**config.mk**
```make
export PLATFORM = sky130hd
export DESIGN_NAME = vend_coin_sequencer
export DESIGN_NICKNAME = d
export VERILOG_FILES = /design/src/rtl/vend_coin_sequencer.sv
export SDC_FILE = /design/constraint.sdc
export NUM_CORES = 1
export LEC_CHECK = 0
export BUFFER_PORTS_ARGS = -buffer_cell sky130_fd_sc_hd__buf_2
export CORE_ASPECT_RATIO = 0.9
export CORE_UTILIZATION = 40
export CTS_CLUSTER_SIZE = 28
export DETAILED_ROUTE_END_ITERATION = 10
export SLEW_MARGIN = 20
export SYNTH_ARGS = -nofsm -noshare
export SYNTH_HDL_FRONTEND = slang
export SYNTH_SLANG_ARGS = --single-unit
```
**constraint.sdc**
```tcl
create_clock -name i_clk -period 11.3 [get_ports i_clk]
set_clock_uncertainty 0.15 [all_clocks]
set_input_delay 1.695 -clock i_clk [delete_from_list [all_inputs] [get_ports i_clk]]
set_output_delay 1.695 -clock i_clk [all_outputs]
set_load 0.005 [all_outputs]
```
**src/rtl/vend_coin_sequencer.sv**
```systemverilog
// vend_coin_sequencer: queues raw coin-sensor pulses and feeds the single-coin vending core
// one coin per transaction, then runs the soda-dispense and nickel-eject handshakes.
module vend_coin_sequencer #(
    parameter int FIFO_DEPTH = 4,
    parameter int PTR_W      = 2
) (
    input  logic             i_clk,
    input  logic             reset_n,
    input  logic             i_coin_n,
    input  logic             i_coin_d,
    input  logic             i_coin_q,
    output logic             o_nickle,
    output logic             o_dime,
    output logic             o_quarter,
    input  logic             i_soda,
    input  logic [2:0]       i_change,
    output logic             o_vend_req,
    input  logic             i_vend_ack,
    output logic             o_eject,
    input  logic             i_eject_done,
    output logic [2:0]       o_return,
    output logic             o_busy,
    output logic [PTR_W:0]   o_fifo_cnt,
    output logic [7:0]       o_sales_cnt
);
    localparam int CW = PTR_W + 1;

    typedef enum logic [2:0] {IDLE, ISSUE, WAIT, VEND, EJECT} state_t;

    state_t           state_q, state_d;
    logic [1:0]       mem_q [FIFO_DEPTH];
    logic [1:0]       mem_d [FIFO_DEPTH];
    logic [PTR_W-1:0] wr_q, wr_d, rd_q, rd_d;
    logic [CW-1:0]    cnt_q, cnt_d, free, n_push;
    logic [2:0]       sens, ret_d, ret_q, coin_d, coin_q, change_d, change_q;
    logic [1:0]       head;
    logic [7:0]       sales_d, sales_q;
    logic             pop;

    // Free space is judged on start-of-cycle occupancy; a same-cycle pop frees nothing yet.
    always_comb begin
        sens   = {i_coin_q, i_coin_d, i_coin_n};
        free   = CW'(FIFO_DEPTH) - cnt_q;
        n_push = '0;
        wr_d   = wr_q;
        ret_d  = 3'b000;
        mem_d  = mem_q;
        for (int k = 0; k < 3; k++) begin
            if (sens[k]) begin
                if (n_push < free) begin
                    mem_d[wr_d] = 2'(k + 1);
                    wr_d        = wr_d + PTR_W'(1);
                    n_push      = n_push + CW'(1);
                end else begin
                    ret_d[k] = 1'b1;
                end
            end
        end
    end

    assign head  = mem_q[rd_q];
    assign cnt_d = cnt_q + n_push - CW'(pop);

    always_comb begin
        state_d  = state_q;
        rd_d     = rd_q;
        coin_d   = 3'b000;
        change_d = change_q;
        sales_d  = sales_q;
        pop      = 1'b0;
        case (state_q)
            IDLE: begin
                if (cnt_q != '0) begin
                    pop     = 1'b1;
                    rd_d    = rd_q + PTR_W'(1);
                    coin_d  = {head == 2'b11, head == 2'b10, head == 2'b01};
                    state_d = ISSUE;
                end
            end
            ISSUE: state_d = WAIT;
            WAIT: begin
                change_d = i_soda ? i_change : change_q;
                state_d  = i_soda ? VEND : IDLE;
            end
            VEND: begin
                if (i_vend_ack) begin
                    sales_d = sales_q + 8'd1;
                    state_d = (change_q != 3'd0) ? EJECT : IDLE;
                end
            end
            EJECT: begin
                if (i_eject_done) begin
                    change_d = change_q - 3'd1;
                    state_d  = (change_q == 3'd1) ? IDLE : EJECT;
                end
            end
            default: state_d = IDLE;
        endcase
    end

    always_ff @(posedge i_clk or negedge reset_n) begin
        if (!reset_n) begin
            state_q  <= IDLE;
            wr_q     <= '0;
            rd_q     <= '0;
            cnt_q    <= '0;
            ret_q    <= 3'b000;
            coin_q   <= 3'b000;
            change_q <= 3'd0;
            sales_q  <= 8'd0;
        end else begin
            state_q  <= state_d;
            wr_q     <= wr_d;
            rd_q     <= rd_d;
            cnt_q    <= cnt_d;
            ret_q    <= ret_d;
            coin_q   <= coin_d;
            change_q <= change_d;
            sales_q  <= sales_d;
        end
    end

    // Storage needs no reset: occupancy and pointers define which entries are valid.
    always_ff @(posedge i_clk) begin
        mem_q <= mem_d;
    end

    assign o_nickle    = coin_q[0];
    assign o_dime      = coin_q[1];
    assign o_quarter   = coin_q[2];
    assign o_return    = ret_q;
    assign o_vend_req  = state_q == VEND;
    assign o_eject     = state_q == EJECT;
    assign o_busy      = state_q != IDLE;
    assign o_fifo_cnt  = cnt_q;
    assign o_sales_cnt = sales_q;
endmodule

```
Word-level counts from Yosys, hierarchy flattened
Cells that the tools add are included. Widths: inputs -> output; s select.

Bits in registers: 35. Bits of input ports: 11. Word-level logic and storage cells: 115.

$add $sub $neg: 11. Magnitude comparators: 10. Equal/unequal tests: 12. Mux-type cells: 47. Bitwise operators: 11. Reduce and logical (&&, ||, !) cells: 12.

Operators by type and width (count): $mux 8 (6); $mux 3 (13); $mux 2 (12); $pmux 3 s5 (1); $demux 2 s2 (3); $ge 3x3->1 const B (4); $not 2->3 (4); $mux 1 (10); $lt 3x1->1 const B (3); $reduce_bool 3->1 (3); $add 2x1->2 const B (4); $add 8x1->8 const B (1); $and 4x4->4 (2); $not 4->4 (2); $or 4x4->4 (2); $or 8x8->8 (1); $add 3x1->3 const B (2); $eq 3x1->1 const B (2); $eq 3x2->1 const B (2); $lt 3x3->1 (2); $pmux 3 s2 (1); $reduce_and 3->1 (2); $bmux 2 s2 (1); $eq 2x2->1 const B (2); other kinds (13) (18).

Depth between registers and ports, before layout
Word-level depth: 16. Depth in mapped cells: 18. Gate-level depth less buffers: 17.

Worst setup path before layout
No wires, ideal clock.

Kind: in2reg. From: input i_coin_n. To: register cnt_q[2], in the netlist o_fifo_cnt[2]. Setup time: 0.080 ns. Data arrival time: 4.324 ns. Slack: 6.746 ns. Stages: 15. Buffers on the path: 2. Path through: buf_4 and3_1 ha_1 o211ai_1 a31o_1 and3_4 buf_6 xnor2_1 ha_1 inv_1 ha_1 fa_1 xnor2_1 xnor2_1 xnor2_1.

Cells in the longest elaborated chain, start to end: 9. Elaborated cells between the ends (all ways): 11.

RTL lines: from (decl) (line 9) `input logic i_coin_n,`; $mux 1 (*) (line 49) `if (sens[k]) begin`; $add 3x1->3 / $lt 3x3->1 (equally long branches) (line 53, 50); $mux 3 (line 50) `if (n_push < free) begin`; $mux 3 (*) (line 49); $add 3x1->3 / $lt 3x3->1 (equally long branches) (line 53, 50); $mux 3 (line 50); $mux 3 (*) (line 49); $add 3x3->3 (*) (line 62) `assign cnt_d = cnt_q + n_push - CW'(pop);`; $sub 3x1->3 (*) (line 62); via cnt_d[2] (line 34) `logic [CW-1:0] cnt_q, cnt_d, free, n_push;`; to (signal assigned) (line 115) `cnt_q <= cnt_d;`; to (decl) (line 34).

Mark *: on every way through the listed nets, which the timed path passes. The rest lies on a longest branch. A chain may end at the register's enable or synchronous reset.

Worst setup path in the final report
Ends and elaborated chain as after synthesis.

==> flow_summary_export.csv <==
group,metric,value,unit
floorplanning,die_area,5570,um2
worst_setup_path,cp_top_family,"adder cells",
sta,fin_hold_ws,0.318,ns
min_path,min_path_type,"reg2reg",
clocking,clock_latency,0.28,ns
logic_synthesis,yosys_warnings,0,
clocking,cts_made_buffers,5,
sta,slew_violations,0,
sta,min_period_over_period,38.9,%
sta,tns,0,ns
worst_setup_path,rr_startpoint,"o_fifo_cnt[0]",
routing,num_vias,1452,
logic_synthesis,synth-main-ff-cell,"dfrtp_1",
logic_synthesis,ys_ff_latch,35,
logic_synthesis,yosysMostFrequentCell,"dfrtp_1",
placement,gp_congestion,0.721,
power_and_ir_drop,leakagePower,1.16,nW
routing,antenna_left,0,
cells_and_area,drive_gt1_share,22.3,%
cells_and_area,finalNetCount,263,
routing,wl_met3,129,um
routing,wl,3740,um
worst_setup_path,crit_chain,"buf_2 -> and3_1 -> ha_1 -> and2_2 -> a31oi_1 -> and3_4 -> xnor2_1 -> ha_1 -> inv_1 -> ha_1 -> fa_1 -> xnor2_1 -> xnor2_1 -> xnor2_1",
clocking,postCtsSetupRepairBufs,0,
global_routing,antenna_found_initial,0,
placement,hpwl,2850,um
worst_setup_path,critical_path_buf_inv_count,2,
min_path,hp-start,"o_sales_cnt[7]",
floorplanning,die_h,70.9,um
floorplanning,initial_utilization,42.6,%
worst_setup_path,critPathKind,"in2reg",
sta,max_freq,228,MHz
logic_synthesis,syn_inst,198,
placement,numPortBuffers,30,
clocking,path_clk_slew,0.07,ns
placement,place_ws,6.64,ns
sta,rsz0062_at_grt,"no",
logic_synthesis,ys_top_cells_by_area,"dfrtp_1 32%, ha_1 14%, dfxtp_1 7.6%, xnor2_1 5.0%, inv_1 3.2%",
clocking,cts_resized,0,
worst_setup_path,path_max_fanout,11,
worst_setup_path,worst_path_most_repeated_cell,"xnor2_1",
floorplanning,io_pins,31,
sta,period_needed,4.39,ns
worst_setup_path,slowest_delay,0.37,ns
global_routing,grt_pass1_wl,6520,um
worst_setup_path,reg2reg_depth,17,
outcome,run_status,"finished, final reports clean",
min_path,min_to,"o_sales_cnt[7]",
logic_synthesis,syn-cell-area,2110,um2
cells_and_area,area_growth,12.6,%
logic_synthesis,synth_async_sr_flop_share,77.1,%
routing,route.top_layer_used,"met4",
power_and_ir_drop,powerDensity,323,nW/um2
logic_synthesis,synth_commonest_cells,"27 x dfrtp_1, 23 x ha_1, 18 x inv_1",
power_and_ir_drop,ir_drop,0.000208,V
routing,route.detailed.drc,0,
clocking,cts.sinks,35,
worst_setup_path,crit_required,11.36,ns
clocking,tritoncts,"built",
logic_synthesis,ys_types,52,
clocking,cts-root-buf,"clkbuf_8",
cells_and_area,multiInputGateArea,1160,um2
sta,setup_violations,0,
worst_setup_path,cp.arrival,4.45,ns
routing,met2_length,1540,um
worst_setup_path,endpoint_kind,"flop",
sta,layout_setup_ws,6.91,ns
routing,drtPass1Iterations,4,
floorplanning,die_w,78.6,um
logic_synthesis,yosysTopAreaCellShare,32.0,%
floorplanning,core,4950,um2
global_routing,gr-usage-all-layers,15.2,%
min_path,whs_path_depth,1,
clocking,cts_htree_levels,2,
logic_synthesis,syn_nets,233,
worst_setup_path,r2r_end,"o_fifo_cnt[2]",
clocking,cts_hold_buf,0,
routing,avgViaCountPerCell,4.94,
worst_setup_path,reg2reg_slack,7.09,ns
sta,worst_pin_slew,0.613,ns
global_routing,grt_max_degree,28,
logic_synthesis,synth_edf_count,0,
cells_and_area,diodes,0,
sta,hold_viol,0,
flow_run,drv_cap,0,
worst_setup_path,crit_slowest_cell,"fa_1",
logic_synthesis,syn_area_per_cell,10.7,um2
cells_and_area,fill_cells,478,
routing,drt-initial-drc-count,82,
global_routing,gr-total-overflow,0,
cells_and_area,register_area,836,um2
worst_setup_path,start_kind,"input pin",
routing,wl_per_cell,12.7,um
logic_synthesis,yosysSeqAreaShare,39.6,%
routing,wl_met1,2030,um
clocking,max-clock-path-buffers,2,
sta,slew_headroom,59.1,%
floorplanning,rows,24,
logic_synthesis,yosysTopAreaCell,"dfrtp_1",
global_routing,grt_pass1_vias,1378,
[report_power, final]
group,switching (mW),internal [mW],leakage (nW)
clock network,0.0446,0.0436,0.0385
logic,0.224,0.225,0.714
registers,0.0479,0.182,0.410
[registers in the layout, summed over array words and instances, names as in the netlist]
signal,cells
change_q,3
coin_q,3
mem_q,8
o_fifo_cnt,3
o_return,3
o_sales_cnt,8
rd_q,2
state_q,3
wr_q,2
[area by class of cell]
cell class	count	share of cell area, %
inverters	18	2.84
repair buffers	30	6.32
clock buffers	7	3.21
flip-flops and latches	35	35.2
multi-input cells	138	48.7
clock inverters	1	0.316
well taps	65	3.42
[placed cells by master (no fill, tap or decap), types with 2 or more instances in the layout]
cell,synthesis,routed
buf_2,3,30
dfrtp_1,27,27
ha_1,23,23
inv_1,18,18
nand2_1,13,13
xnor2_1,12,12
dfxtp_1,8,8
a21oi_1,7,7
nor2_1,6,6
nand3_1,6,6
nand2b_1,5,5
and2_1,5,5
clkbuf_8,0,5
a221o_1,4,4
o2bb2ai_1,4,4
o21a_1,3,3
and3_1,3,3
o211ai_1,3,3
nand4_1,3,3
o21ai_0,3,3
xor2_1,3,3
mux2_2,3,3
mux4_2,2,2
mux2_4,2,2
o22ai_1,2,2
nand3b_1,2,2
clkbuf_1,1,2
[worst max-delay path by stage]
stage                   from            end  slack (ns)  cells past startpoint
finish              i_coin_n  o_fifo_cnt[2]        6.91                     14
global route        i_coin_n  o_fifo_cnt[2]        6.71                     14
CTS                 i_coin_n  o_fifo_cnt[2]        6.92                     14
detailed placement  i_coin_n  o_fifo_cnt[2]        6.64                     14
global placement    i_coin_n  o_fifo_cnt[2]        6.69                     14
floorplan           i_coin_n  o_fifo_cnt[2]        6.75                     15
[kinds of logic (layout without fill, tap and decap cells)]
kind of cell,Yosys count,count (layout),synth area share (%)
xor+xnor,15,15,6.23
compound gates,33,33,11.6
simple gates,58,58,16.8
fa+ha+maj,24,24,14.6
mux,8,8,5.63
flops,35,35,39.6
buf+inv,25,56,5.52
[layer usage]
| metal | up-vias | track usage (%) |
|---|---|---|
| met5 | - | 0 |
| met4 | 0 | 5.56 |
| met3 | 5 | 3.87 |
| met2 | 26 | 22.9 |
| met1 | 675 | 20.9 |
| li1 | 746 | - |
[metrics by stage]
stage	total power, mW	util [%]	instance area, um2	std cells
CTS	0.776	48.0	2380	294
global placement	0.678	46.3	2290	286
detailed placement	0.683	46.3	2290	286
global route	0.849	48.0	2380	294
floorplan	0.586	-	2110	198
finish	0.767	48.0	2380	294
Power figures use the tool's default switching activity.
